===== src/rtl/lsu_pkg.sv =====
// Shared types for the load/store unit: access size, fault codes, FSM states, request latch.
package lsu_pkg;

  typedef enum logic [1:0] {
    SZ_B = 2'd0,
    SZ_H = 2'd1,
    SZ_W = 2'd2,
    SZ_D = 2'd3
  } size_e;

  typedef enum logic [1:0] {
    FAULT_NONE     = 2'd0,
    FAULT_MISALIGN = 2'd1,
    FAULT_TIMEOUT  = 2'd2
  } fault_e;

  typedef enum logic [1:0] {
    ST_IDLE,
    ST_REQ,
    ST_WAIT_R,
    ST_DONE
  } state_e;

  typedef struct packed {
    logic  we;
    size_e size;
    logic  uns;
  } lsu_req_t;

  // Natural alignment check on the low address bits.
  function automatic logic is_misaligned(size_e size, logic [2:0] addr_lo);
    logic mis;
    case (size)
      SZ_B:    mis = 1'b0;
      SZ_H:    mis = addr_lo[0];
      SZ_W:    mis = (addr_lo[1:0] != 2'b00);
      default: mis = (addr_lo != 3'b000);
    endcase
    return mis;
  endfunction

endpackage


===== src/rtl/lsu_align.sv =====
// Byte-lane steering: store data shift and byte enables, load extract and sign/zero extension.
module lsu_align
  import lsu_pkg::*;
#(
  parameter  int unsigned DATA_WIDTH = 32,
  localparam int unsigned NB         = DATA_WIDTH / 8,
  localparam int unsigned LW         = $clog2(NB)
) (
  input  size_e                 size,
  input  logic [LW-1:0]         lane,
  input  logic                  uns,
  input  logic [DATA_WIDTH-1:0] wdata,
  input  logic [DATA_WIDTH-1:0] rdata,
  output logic [DATA_WIDTH-1:0] st_data_c,
  output logic [NB-1:0]         byteen_c,
  output logic [DATA_WIDTH-1:0] ld_data_c
);

  logic [NB-1:0]         size_be;
  logic [DATA_WIDTH-1:0] size_mask;
  logic [DATA_WIDTH-1:0] ld_shift;
  logic                  sign;

  always_comb begin
    case (size)
      SZ_B:    size_be = NB'(1);
      SZ_H:    size_be = NB'(3);
      SZ_W:    size_be = NB'(15);
      default: size_be = '1;
    endcase
  end

  for (genvar i = 0; i < NB; i++) begin : g_mask
    assign size_mask[i*8 +: 8] = {8{size_be[i]}};
  end

  assign byteen_c  = size_be << lane;
  assign st_data_c = (wdata & size_mask) << {lane, 3'b000};
  assign ld_shift  = rdata >> {lane, 3'b000};

  // A full-width access has an all-ones mask, so extension is a no-op there.
  always_comb begin
    case (size)
      SZ_B:    sign = ld_shift[7];
      SZ_H:    sign = ld_shift[15];
      SZ_W:    sign = ld_shift[31];
      default: sign = 1'b0;
    endcase
    sign = sign & ~uns;
  end

  assign ld_data_c = (ld_shift & size_mask) | ({DATA_WIDTH{sign}} & ~size_mask);

endmodule


===== src/rtl/dmem_lsu.sv =====
// Load/store unit: one access at a time over a req/gnt/rvalid memory port with timeout.
module dmem_lsu
  import lsu_pkg::*;
#(
  parameter  int unsigned DATA_WIDTH = 32,
  parameter  int unsigned ADDR_WIDTH = 32,
  parameter  int unsigned TIMEOUT    = 64,
  localparam int unsigned NB         = DATA_WIDTH / 8,
  localparam int unsigned LW         = $clog2(NB),
  localparam int unsigned MAW        = ADDR_WIDTH - LW
) (
  input  logic                  clk,
  input  logic                  rst,
  input  logic                  req_valid,
  input  logic                  req_we,
  input  logic [1:0]            req_size,
  input  logic                  req_unsigned,
  input  logic [ADDR_WIDTH-1:0] req_addr,
  input  logic [DATA_WIDTH-1:0] req_wdata,
  output logic                  req_ready,
  output logic [DATA_WIDTH-1:0] rsp_rdata,
  output logic [1:0]            rsp_fault,
  output logic                  mem_req,
  output logic                  mem_we,
  output logic [MAW-1:0]        mem_addr,
  output logic [DATA_WIDTH-1:0] mem_wdata,
  output logic [NB-1:0]         mem_byteen,
  input  logic                  mem_gnt,
  input  logic                  mem_rvalid,
  input  logic [DATA_WIDTH-1:0] mem_rdata
);

  localparam int unsigned CW = $clog2(TIMEOUT);

  state_e                state;
  lsu_req_t              lat;
  logic [LW-1:0]         lat_lane;
  logic [CW-1:0]         tmo_cnt;

  size_e                 a_size;
  logic [LW-1:0]         a_lane;
  logic                  a_uns;
  logic [DATA_WIDTH-1:0] st_data_c;
  logic [NB-1:0]         byteen_c;
  logic [DATA_WIDTH-1:0] ld_data_c;

  logic                  misalign;
  logic                  complete;
  logic                  tmo_hit;

  // Steering sees the live request while idle (store side) and the latch afterwards (load side).
  assign a_size = (state == ST_IDLE) ? size_e'(req_size) : lat.size;
  assign a_lane = (state == ST_IDLE) ? req_addr[LW-1:0] : lat_lane;
  assign a_uns  = (state == ST_IDLE) ? req_unsigned : lat.uns;

  lsu_align #(.DATA_WIDTH(DATA_WIDTH)) u_align (
    .size      (a_size),
    .lane      (a_lane),
    .uns       (a_uns),
    .wdata     (req_wdata),
    .rdata     (mem_rdata),
    .st_data_c (st_data_c),
    .byteen_c  (byteen_c),
    .ld_data_c (ld_data_c)
  );

  // Dword accesses on a 32-bit datapath are unsupported and reported as misaligned.
  assign misalign = is_misaligned(size_e'(req_size), req_addr[2:0]) ||
                    ((NB == 4) && (size_e'(req_size) == SZ_D));

  assign complete = ((state == ST_REQ) && mem_gnt && (lat.we || mem_rvalid)) ||
                    ((state == ST_WAIT_R) && mem_rvalid);
  assign tmo_hit  = (tmo_cnt == CW'(TIMEOUT - 1));

  always_ff @(posedge clk) begin
    if (rst) begin
      state      <= ST_IDLE;
      lat        <= '0;
      lat_lane   <= '0;
      tmo_cnt    <= '0;
      req_ready  <= 1'b0;
      rsp_rdata  <= '0;
      rsp_fault  <= FAULT_NONE;
      mem_req    <= 1'b0;
      mem_we     <= 1'b0;
      mem_addr   <= '0;
      mem_wdata  <= '0;
      mem_byteen <= '0;
    end else begin
      req_ready <= 1'b0;
      rsp_rdata <= '0;
      rsp_fault <= FAULT_NONE;
      case (state)
        ST_IDLE: begin
          if (req_valid) begin
            lat      <= '{we: req_we, size: size_e'(req_size), uns: req_unsigned};
            lat_lane <= req_addr[LW-1:0];
            if (misalign) begin
              state     <= ST_DONE;
              req_ready <= 1'b1;
              rsp_fault <= FAULT_MISALIGN;
            end else begin
              state      <= ST_REQ;
              tmo_cnt    <= '0;
              mem_req    <= 1'b1;
              mem_we     <= req_we;
              mem_addr   <= req_addr[ADDR_WIDTH-1:LW];
              mem_wdata  <= st_data_c;
              mem_byteen <= byteen_c;
            end
          end
        end
        ST_REQ, ST_WAIT_R: begin
          if (complete) begin
            state     <= ST_DONE;
            req_ready <= 1'b1;
            mem_req   <= 1'b0;
            mem_we    <= 1'b0;
            if (!lat.we) rsp_rdata <= ld_data_c;
          end else if (tmo_hit) begin
            state     <= ST_DONE;
            req_ready <= 1'b1;
            rsp_fault <= FAULT_TIMEOUT;
            mem_req   <= 1'b0;
            mem_we    <= 1'b0;
          end else begin
            tmo_cnt <= tmo_cnt + CW'(1);
            if ((state == ST_REQ) && mem_gnt) begin
              state   <= ST_WAIT_R;
              mem_req <= 1'b0;
              mem_we  <= 1'b0;
            end
          end
        end
        default: state <= ST_IDLE;
      endcase
    end
  end

endmodule


===== config.mk =====
export PLATFORM = sky130hd
export DESIGN_NAME = dmem_lsu
export DESIGN_NICKNAME = d
export VERILOG_FILES = /design/src/rtl/lsu_pkg.sv /design/src/rtl/lsu_align.sv /design/src/rtl/dmem_lsu.sv
export SDC_FILE = /design/constraint.sdc
export NUM_CORES = 1
export LEC_CHECK = 0
export CAP_MARGIN = 30
export CORE_UTILIZATION = 40
export CTS_BUF_LIST = sky130_fd_sc_hd__clkbuf_4
export CTS_CLUSTER_SIZE = 24
export DETAILED_ROUTE_END_ITERATION = 7
export GPL_ROUTABILITY_DRIVEN = 0
export PLACE_DENSITY = 0.75
export SLEW_MARGIN = 20
export SYNTH_ARGS = -nofsm -noshare
export SYNTH_HDL_FRONTEND = slang
export SYNTH_SLANG_ARGS = --single-unit

===== constraint.sdc =====
create_clock -name clk -period 6.2 [get_ports clk]
set_input_delay 1.24 -clock clk [delete_from_list [all_inputs] [get_ports clk]]
set_output_delay 1.24 -clock clk [all_outputs]
set_load 0.01 [all_outputs]

Word-level counts from Yosys, hierarchy flattened
Index checks and enable logic that the tools add are counted.
- register bits: 117
- input bits: 105
- output and inout bits: 103
- logic and storage cells: 96
- $add $sub $neg: 1
- equal/unequal tests: 13
- shift-type cells: 3
- muxes and demuxes: 36
- bitwise logic cells: 10
- reductions and logical operators: 19
- operators with widths (operator ; number):
    32-bit bitwise AND ; 3
    32-bit NOT ; 1
    32-bit OR ; 1
    32-bit by 5-bit left shift with 32-bit output ; 1
    32-bit by 5-bit >> shifter with 32-bit output ; 1
    6-bit two-way mux ; 4
    2-bit two-way mux ; 9
    1-bit two-way mux ; 14
    6-bit one-hot mux with 2 select lines ; 1
    2-bit == test, second input constant ; 4
    2-bit != test, second input constant ; 4
    2-bit one-hot mux with 2 select lines ; 2
    4-bit one-hot mux with 2 select lines ; 1
    6-bit by 1-bit adder with 6-bit output, second input constant ; 1
    2-bit by 1-bit == test with 1-bit output, second input constant ; 3
    6-bit == test, second input constant ; 1
    2-bit logical NOT ; 3
    1-bit one-hot mux with 2 select lines ; 3
    1-bit one-hot mux with 3 select lines ; 2
    5-bit AND reduction ; 1
    4-bit != test, second input constant ; 1
    1-bit NOT ; 4
    2-bit AND reduction ; 2
    4-bit AND reduction ; 1
    9 further kinds ; 14

Logic depth before layout (Yosys ltp)
Gate-level depths: netlist of the first run.
- depth after elaboration: 7
- depth in mapped cells: 10
- gate-level depth less buffers: 7

Modules after synthesis
Synthesis of the first run repeated with hierarchy kept, for this count alone.
- cells, all modules: 668
- area total of the unflattened synthesis: 5451.5 µm²
- modules (own cells, without submodules) (module ; instances ; cells an instance ; area each (µm²)):
    dmem_lsu ; 1 ; 469 ; 4157.7
    lsu_align ; 1 ; 199 ; 1293.7

Least setup slack after synthesis of the first run
Ideal clock, no wire load.
- path type: input port to flip-flop
- start point: input req_addr[0]
- end point: register rsp_rdata[10]
- library setup time: 0.135 ns
- arrival: 2.455 ns
- data required time: 6.065 ns
- path slack: 3.610 ns
- stages: 5
- buffers on the path: 0
- cells stage by stage: mux2i_1 mux2i_1 mux2i_2 o311ai_4 o21ai_1
- word-level cells in the longest chain between the ends: 6
- RTL lines (element ; RTL line ; source):
    start: declaration ; dmem_lsu.sv:18 ; input logic [ADDR_WIDTH-1:0] req_addr,
    2-bit two-way mux * ; dmem_lsu.sv:53 ; assign a_lane = (state == ST_IDLE) ? req_addr[LW-1:0] : lat_lane;
    32-bit by 5-bit >> shifter with 32-bit output * ; lsu_align.sv:39 ; assign ld_shift = rdata >> {lane, 3'b000};
    1-bit one-hot mux with 3 select lines ; lsu_align.sv:43 ; case (size)
    1-bit bitwise AND ; lsu_align.sv:49 ; sign = sign & ~uns;
    32-bit bitwise AND ; lsu_align.sv:52 ; assign ld_data_c = (ld_shift & size_mask) | ({DATA_WIDTH{sign}} & ~size_mask);
    32-bit OR * ; lsu_align.sv:52 ;
    end signal: assignment ; dmem_lsu.sv:119 ; if (!lat.we) rsp_rdata <= ld_data_c;
    end: declaration ; dmem_lsu.sv:21 ; output logic [DATA_WIDTH-1:0] rsp_rdata,
Mark *: on every way between the ends. The rest lies on a longest branch, timed or not.
A chain may end at the register's enable or synchronous reset.

Worst setup path in the final report of the first run
- start point: input req_addr[0]
- end point: register rsp_rdata[17]
The elaborated chain is that of the path after synthesis.

==> results of run 1 <==
## cells in the final DEF (no fill, tap or decap), types with 3 or more instances in the layout
master	synthesis	layout
a211oi_1	16	16
a21o_1	4	4
a21oi_1	82	82
a21oi_2	3	3
a221oi_1	8	8
a22oi_1	8	8
a32o_1	8	8
and3_1	9	9
buf_4	8	5
bufinv_16	0	3
clkbuf_4	0	21
clkdlybuf4s50_1	0	206
clkinv_2	0	4
dfxtp_1	117	117
ha_1	5	5
inv_1	10	10
mux2i_1	15	14
nand2_1	170	170
nand3_1	12	12
nor2_1	34	33
nor2b_1	3	3
nor3_1	19	19
o21ai_0	18	18
o21ai_1	10	10
or3_1	3	3
## registers in the layout (all words and copies together) (netlist names), 2 cells and up
| register | flops |
|---|---|
| mem_byteen | 4 |
| state | 2 |
| lat | 4 |
| rsp_fault | 2 |
| mem_addr | 30 |
| rsp_rdata | 32 |
| lat_lane | 2 |
| mem_wdata | 32 |
| tmo_cnt | 6 |
## synthesized netlist by cell type, drive strengths merged
| library cell | count |
|---|---|
| nand2 | 171 |
| dfxtp | 117 |
| a21oi | 85 |
| nor2 | 35 |
| o21ai | 30 |
| buf | 22 |
| clkbuf | 22 |
| nor3 | 19 |
| a211oi | 17 |
| mux2i | 17 |
| nand3 | 12 |
| inv | 10 |
| and3 | 9 |
| a221oi | 8 |
| a22oi | 8 |
| a32o | 8 |
| ha | 5 |
| a21o | 4 |
| nor2b | 3 |
| o211ai | 3 |
| or3 | 3 |
| a31oi | 2 |
| mux2 | 2 |
| nand2b | 2 |
| nor3b | 2 |
| nor4 | 2 |
| or2 | 2 |
| a2111o | 1 |
| a2111oi | 1 |
| a211o | 1 |
| a21boi | 1 |
| a22o | 1 |
| a2bb2oi | 1 |
| a31o | 1 |
| a41o | 1 |
| and2 | 1 |
| nand4b | 1 |
| nor4b | 1 |
| o2111ai | 1 |
| o21ba | 1 |
| o22ai | 1 |
| o2bb2ai | 1 |
| o311ai | 1 |
| or4b | 1 |
## final timing paths
check,start,to,depth (start not counted)
worst max-delay path,req_addr[0],rsp_rdata[17],6
worst min-delay path,mem_wdata[12],mem_wdata[12],2
worst max register to register,state[0],rsp_rdata[17],7
worst min register to register,mem_wdata[12],mem_wdata[12],2
## layer usage
metal,global-route usage (%),share of wire [%],wire [µm]
met1,28.5,41,6770
met3,9.26,10,1740
met4,12.2,2.8,469
met2,41.2,46,7670
met5,0,0,0
## through the flow
stage / power (mW) / utilization [%] / worst slack, ns
after floorplan: 1.74 / - / 3.61
after global placement: 2.12 / 57.8 / 2.39
after detailed placement: 2.15 / 57.8 / 2.26
after CTS: 2.72 / 60.1 / 2.84
after global routing: 2.88 / 60.1 / 2.61
final: 2.72 / 60.1 / 2.82
## critical path, stage by stage
cell and delay [ns]:
clkdlybuf4s50_1 0.56, mux2_2 0.80, mux2i_1 0.32, mux2i_2 0.17
o2111ai_4 0.49, o21ai_0 0.19
## where the power goes
| part | switching, mW | total (mW) | internal, mW |
|---|---|---|---|
| logic | 0.762 | 1.25 | 0.487 |
| registers | 0.0555 | 0.897 | 0.842 |
| clock network | 0.286 | 0.578 | 0.293 |
| total | 1.10 | 2.72 | 1.62 |
## final cells by class
cell class	instances	area, µm²	area share, %
multi-input combinational	466	2600	34.2
sequential	117	2340	30.9
timing repair buffer	212	2100	27.7
tap	172	215	2.84
clock buffer	21	158	2.08
clock inverter	11	134	1.76
inverter	10	37.5	0.495
## cell families after synthesis
kind of cell,share of synthesized area [%]
adder cells (fa/ha/maj),1.21
buffers and inverters,4.98
AND/OR/NAND/NOR,21.8
AO/OA/AOI/OAI,22.7
multiplexers,4.04
flip-flops,45.3
==> impl_metrics.tcl, run 1 <==
set metrics [dict create \
    outcome "completed" \
    yosys.cell_types.count 57 \
    dr.pass1.iters 7 \
    fin_crit_ns 3.38 \
    antenna_found_initial 0 \
    maxSlewHeadroom_pct 38.0 \
    finalHoldViolations 0 \
    synthCells 637 \
    setup_tns_ns 0 \
    grt_max_degree 82 \
    synthTopCellsByArea "dfxtp_1 (45%), nand2_1 (12%), a21oi_1 (7.9%)" \
    pin_count 208 \
    final_cells 1009 \
    crit_type "in2reg" \
    first_global_vias 5214 \
    cts_hold_buf 0 \
    postCtsSetupBuffers 0 \
    ys_ff_latch 117 \
    grt_setup_unrepaired "no" \
    synth_area_leader_cell "dfxtp_1" \
    p_per_area_nw_per_um2 359 \
    n_antenna_cell 0 \
    synth-seq-area-share_pct 45.3 \
    cts-root-buf "clkbuf_4" \
    finalCritPeriodShare_pct 54.6 \
    die_w_um 116 \
    max_slew.worst_pin.slew_ns 0.929 \
    ctsResizeCount 0 \
    hold_class "reg2reg" \
    tritoncts "yes" \
    drt-initial-drc-count 603 \
    grt-ovfl-total 0 \
    nNetsFinal 934 \
    vdd_drop_max_v 0.000194 \
    clkLatencyLatePin_ns 0.53 \
    routed-via-count 5409 \
    ant_nets 0 \
    finalMaxSlewViolations 0 \
    synth_area_per_cell_um2 8.13 \
    row_count 41 \
    setup_viol 0 \
    n_fill_cell 1150 \
    finalClockSkew_ns 0.0148 \
    critPathMaxFanout 45 \
    coreArea_um2 12600 \
    grt_util_all_layers_pct 25.0 \
    cp.required_ns 6.60 \
    worstSetupStartpointType "input pin" \
    drc_errors 0 \
    synth_top_area_share_pct 45.3 \
    hold_slack_ns 0.457 \
    cp.arrival_ns 3.78 \
    critPathCaptureType "register" \
    die_y_um 116 \
    dp_cells 977 \
    numCtsBuffers 17 \
    viasPerCell 5.36 \
    cts_sinks 117 \
    max-cap-violations 0 \
    placed_cell_area_um2 7300 \
    clockBufferDepth 2 \
    io_buffers 207 \
    die_area_um2 13400 \
    r2r_setup_slack_ns 3.27 \
    initial_core_util_pct 41.0 \
    path_clk_slew_ns 0.11 \
    post-route-cell-area_um2 7590 \
    area_growth_pct 46.6 \
    detail_route.wirelength_mm 16.7 \
    syn_area_um2 5180 \
    post-dp-hpwl_mm 11.7 \
    drive_above_1_share_pct 7.29 \
    cts_max_level 4 \
    synth_fp_nets 747 \
    fmax_mhz 295 \
    grt_pass1_wl_mm 25.8 \
    yosys_warnings 0 \
    leakagePower_nw 2.82 \
    drt-wirelength-per-cell_um 16.5 \
]
Power figures use the tool's default switching activity.
==> run 2, diff against run 1 <==
--- a/config.mk
+++ b/config.mk
@@ -11,7 +11,7 @@
 export CTS_CLUSTER_SIZE = 24
 export DETAILED_ROUTE_END_ITERATION = 7
 export GPL_ROUTABILITY_DRIVEN = 0
-export PLACE_DENSITY = 0.75
+export PLACE_DENSITY = 0.78
 export SLEW_MARGIN = 20
 export SYNTH_ARGS = -nofsm -noshare
 export SYNTH_HDL_FRONTEND = slang
==> constraint.sdc (replaced) <==
create_clock -name clk -period 3.1 [get_ports clk]
set_input_delay 0.62 -clock clk [delete_from_list [all_inputs] [get_ports clk]]
set_output_delay 0.62 -clock clk [all_outputs]
set_load 0.01 [all_outputs]
==> run 2 against run 1 <==
Compared with the run above: non-clock buffer count up 6; via count up 2.6%; clock skew up 0.0031 ns; worst hold slack worse by 0.0024 ns; combinational power up 110%; register-to-register slack worse by 2.9 ns; largest power group unchanged; highest routed layer is now met5.
==> impl_metrics.tcl, run 2 (synthesis results as in run 1) <==
set metrics [dict create \
    power.total_mw 5.61 \
    die_w_um 116 \
    fin_crit_ns 2.68 \
    finalMaxSlewViolations 0 \
    routed-via-count 5548 \
    numCtsBuffers 17 \
    n_antenna_cell 0 \
    detail_route.wirelength_mm 17.2 \
    leakagePower_nw 2.87 \
    pin_count 208 \
    finalClockSkew_ns 0.0179 \
    p_per_area_nw_per_um2 731 \
    max_slew.worst_pin.slew_ns 0.844 \
    worst_slack_ns 0.419 \
    clockBufferDepth 2 \
    layout.cells.most_common "clkdlybuf4s50_1" \
    pre_cts_ws_ns 0.233 \
    cts_sinks 117 \
    reg.largest.list "mem_wdata x32, rsp_rdata x32, mem_addr x30" \
    setup_viol 0 \
    drt-wirelength-per-cell_um 16.9 \
    tritoncts "yes" \
    drt-initial-drc-count 588 \
    die_area_um2 13400 \
    finalHoldViolations 0 \
    row_count 41 \
    setup_tns_ns 0 \
    viasPerCell 5.47 \
    outcome "completed" \
    critPathSlowestCell "nor2_2" \
    grt_util_all_layers_pct 25.9 \
    die_y_um 116 \
    ctsResizeCount 0 \
    path_clk_slew_ns 0.09 \
    r2r_setup_slack_ns 0.42 \
    postCtsSetupBuffers 0 \
    cts_max_level 4 \
    final_cells 1014 \
    drc_errors 0 \
    hold_slack_ns 0.454 \
    cp.arrival_ns 3.14 \
    placed_cell_area_um2 7370 \
    antenna_found_initial 1 \
    io_buffers 207 \
    vdd_drop_max_v 0.000394 \
    nNetsFinal 940 \
    critPathCaptureType "register" \
    finalCritPeriodShare_pct 86.5 \
    ant_nets 0 \
    maxSlewHeadroom_pct 43.7 \
    fmax_mhz 373 \
    area_growth_pct 48.3 \
    critPathMaxFanout 27 \
    grt_pass1_wl_mm 26.3 \
    cp.required_ns 3.56 \
    drive_above_1_share_pct 7.84 \
    cts-root-buf "clkbuf_4" \
    clkLatencyLatePin_ns 0.55 \
    cts_hold_buf 0 \
    mostFrequentLayoutCells "clkdlybuf4s50_1 (206), nand2_1 (170), dfxtp_1 (117)" \
    coreArea_um2 12600 \
    grt_max_degree 82 \
    initial_core_util_pct 41.0 \
    crit_path_max_incr_delay_ns 0.64 \
    post-route-cell-area_um2 7680 \
    max-cap-violations 0 \
    post-dp-hpwl_mm 12.5 \
    crit_type "reg2reg" \
    n_fill_cell 1115 \
    dp_cells 983 \
    first_global_vias 5372 \
    grt-ovfl-total 0 \
    final_util_pct 60.8 \
    crit_chain "inv_1 > ha_1 > mux2_2 > buf_4 > nor2_2 > a221oi_1 > nor3_1" \
    grt_setup_unrepaired "no" \
    dr.pass1.iters 6 \
    hold_class "reg2reg" \
    worstSetupStartpointType "register" \
]
[run 2: cell count changes in the layout (fill, tap and decap cells not counted), sizes merged]
| cell | delta |
|---|---|
| clkbuf | -1 |
| buf | +6 |
| bufinv | +1 |
| clkinv | -1 |
[run 2: area by class of cell]
| class | count | area [µm²] | area share (%) |
|---|---|---|---|
| sequential | 117 | 2340 | 30.5 |
| clock buffer | 20 | 150 | 1.96 |
| multi-input combinational | 466 | 2600 | 33.8 |
| clock inverter | 11 | 159 | 2.07 |
| tap | 172 | 215 | 2.80 |
| inverter | 10 | 37.5 | 0.489 |
| timing repair buffer | 218 | 2170 | 28.3 |
[run 2: worst max-delay path, delay by kind of cell, from the launching register on]
family          cells  cell delay [ns]
simple gates        2             0.84
mux                 1             0.43
fa+ha+maj           1             0.41
flops               1             0.36
buf+inv             2             0.34
compound gates      1             0.21
[run 2: where the power goes]
part | leakage, nW | internal (mW) | total (mW) | switching [mW]
Sequential | 0.950 | 1.68 | 1.80 | 0.113
Clock | 0.168 | 0.654 | 1.22 | 0.567
Combinational | 1.75 | 1.03 | 2.59 | 1.57
Total | 2.87 | 3.37 | 5.61 | 2.25
[run 2: worst paths after layout]
check | from | to | depth (start not counted)
setup / recovery | state[0] | mem_wdata[17] | 7
hold / removal | lat[0] | lat[0] | 2
setup reg to reg | state[0] | mem_wdata[17] | 7
hold reg to reg | lat[0] | lat[0] | 2
[run 2: routing by layer]
| metal | up-vias | GRT usage (%) | wire length, µm |
|---|---|---|---|
| met5 | - | 0 | 13 |
| met1 | 2547 | 28.6 | 6610 |
| met3 | 61 | 10.1 | 1970 |
| met2 | 336 | 43.4 | 7900 |
| met4 | 2 | 12.9 | 651 |
| li1 | 2602 | - | - |
==> run 3, diff against run 2 <==
--- a/config.mk
+++ b/config.mk
@@ -11,7 +11,9 @@
 export CTS_CLUSTER_SIZE = 24
 export DETAILED_ROUTE_END_ITERATION = 7
 export GPL_ROUTABILITY_DRIVEN = 0
-export PLACE_DENSITY = 0.78
+export GPL_TIMING_DRIVEN = 0
+export MAX_ROUTING_LAYER = met4
+export PLACE_DENSITY = 0.75
 export SLEW_MARGIN = 20
 export SYNTH_ARGS = -nofsm -noshare
 export SYNTH_HDL_FRONTEND = slang
==> constraint.sdc (replaced) <==
create_clock -name clk -period 3.35 [get_ports clk]
set_input_delay 0.67 -clock clk [delete_from_list [all_inputs] [get_ports clk]]
set_output_delay 0.67 -clock clk [all_outputs]
set_load 0.01 [all_outputs]
==> run 3 against run 2 <==
Compared with the run above: routed wire length is 5.3% higher; clock skew is 0.0088 ns lower; power is 5.2% lower.
==> impl_metrics.tcl, run 3 (synthesis results as in run 1) <==
set metrics [dict create \
    outcome "completed" \
    initial_core_util_pct 41.0 \
    crit_chain "inv_1 > ha_1 > clkbuf_2 > inv_1 > a2111o_1 > clkbuf_1 > nor2_1 > nand2_1 > nand2_1" \
    drive_above_1_share_pct 8.80 \
    finalHoldViolations 0 \
    hp-start "lat[0]" \
    detail_route.wirelength_mm 18.1 \
    cp.required_ns 3.87 \
    r2r_setup_slack_ns 0.84 \
    drt-initial-drc-count 556 \
    tritoncts "yes" \
    whs_endpoint "lat[0]" \
    placed_cell_area_um2 7450 \
    ff2ff_path_depth 9 \
    met1_usage_pct 31.0 \
    grt_max_degree 17 \
    area_growth_pct 50.5 \
    drc_errors 0 \
    crit_type "reg2reg" \
    ctsResizeCount 0 \
    worstSetupStartpointType "register" \
    pin_count 208 \
    finalMaxSlewViolations 0 \
    layout.cells.most_common "clkdlybuf4s50_1" \
    fin_crit_ns 2.51 \
    routed-via-count 5660 \
    cts_hold_buf 0 \
    grt_pass1_wl_mm 27.8 \
    post-dp-hpwl_mm 13.7 \
    met2_usage_pct 47.2 \
    row_count 41 \
    antenna_found_initial 0 \
    internal_power_mw 3.14 \
    critPathCaptureType "register" \
    die_y_um 116 \
    finalClockSkew_ns 0.00905 \
    cts_max_level 4 \
    netSwitchingFraction_pct 41.0 \
    leakagePower_nw 2.93 \
    n_antenna_cell 0 \
    viasPerCell 5.41 \
    die_w_um 116 \
    r2r_end "rsp_rdata[28]" \
    mostFrequentLayoutCells "clkdlybuf4s50_1 (206), nand2_1 (170), dfxtp_1 (117)" \
    reg2reg_from "state[0]" \
    cp.arrival_ns 3.03 \
    coreArea_um2 12600 \
    numCtsBuffers 17 \
    maxSlewHeadroom_pct 58.3 \
    p_per_area_nw_per_um2 683 \
    clkLatencyLatePin_ns 0.57 \
    critPathMaxFanout 10 \
    finalCritPeriodShare_pct 75.0 \
    whs_path_depth 2 \
    grt_setup_unrepaired "no" \
    first_global_vias 5684 \
    power_switching_mw 2.18 \
    die_area_um2 13400 \
    clockBufferDepth 2 \
    max_slew.worst_pin.slew_ns 0.610 \
    io_buffers 206 \
    nNetsFinal 972 \
    post-route-cell-area_um2 7790 \
    grt-ovfl-total 0 \
    fmax_mhz 398 \
    cts_sinks 117 \
    setup_tns_ns 0 \
    reg.largest.list "mem_wdata x32, rsp_rdata x32, mem_addr x30" \
    dr.pass1.iters 6 \
    ant_nets 0 \
    pwr-share-clk_pct 22.7 \
    busiest_layer "met2" \
    setup_viol 0 \
    hold_class "reg2reg" \
    crit_path_max_incr_delay_ns 0.45 \
    grt_util_all_layers_pct 28.3 \
    met3_usage_pct 8.68 \
    max-cap-violations 0 \
    critPathSlowestCell "a2111o_1" \
    vdd_drop_max_v 0.000366 \
    p_seq_share_pct 31.2 \
    postCtsSetupBuffers 0 \
    pwr-share-comb_pct 46.1 \
    path_clk_slew_ns 0.11 \
    drt-wirelength-per-cell_um 17.2 \
    cts-root-buf "clkbuf_4" \
]
-- run 3: worst max path at each step --
stage | from | endpoint | cells after the start
after floorplan | state[0] | rsp_rdata[16] | 9
after global placement | req_addr[0] | rsp_rdata[2] | 7
after detailed placement | req_addr[1] | rsp_rdata[14] | 7
after CTS | state[0] | rsp_rdata[28] | 9
after global routing | state[0] | rsp_rdata[2] | 8
final | state[0] | rsp_rdata[28] | 9
-- run 3: critical path, delay by kind of cell, from the launching register on --
| kind | cells | cell delay (ns) |
|---|---|---|
| simple gates | 3 | 0.65 |
| fa+ha+maj | 1 | 0.27 |
| compound gates | 1 | 0.45 |
| buf+inv | 4 | 0.70 |
| flops | 1 | 0.41 |
-- run 3: power by group through the flow --
| stage | combinational (mW) | sequential (mW) | clock (mW) |
|---|---|---|---|
| final | 2.45 | 1.66 | 1.21 |
| after detailed placement | 2.39 | 1.69 | 0 |
| after CTS | 2.41 | 1.66 | 1.22 |
| after floorplan | 1.48 | 1.74 | 0 |
| after global placement | 2.34 | 1.68 | 0 |
| after global routing | 2.65 | 1.68 | 1.29 |
-- run 3: layer usage --
layer | share of wire [%] | vias to the layer above
li1 | - | 2668
met1 | 40 | 2612
met2 | 49 | 321
met3 | 8.5 | 59
met4 | 2.8 | 0
met5 | 0 | -
-- run 3: area by class of cell --
cell class	instances	area, µm²
repair buffers	206	2060
fillers	1109	4830
clock inverters	14	201
multi-input cells	466	2580
flip-flops and latches	117	2340
plain buffers	44	220
well taps	172	215
inverters	10	37.5
clock buffers	18	135
-- run 3: metrics by stage --
| step | total power [mW] | utilization [%] | hold WS (ns) | setup WS [ns] | std cells |
|---|---|---|---|---|---|
| final | 5.32 | 61.7 | 0.460 | 0.836 | 1047 |
| after CTS | 5.29 | 61.7 | 0.461 | 0.858 | 1047 |
| after global routing | 5.62 | 61.7 | 0.478 | 0.647 | 1047 |
| after floorplan | 3.21 | - | 0.432 | 1.25 | 637 |
| after global placement | 4.02 | 59.1 | 0.439 | 0.541 | 1015 |
| after detailed placement | 4.08 | 59.1 | 0.446 | 0.517 | 1015 |
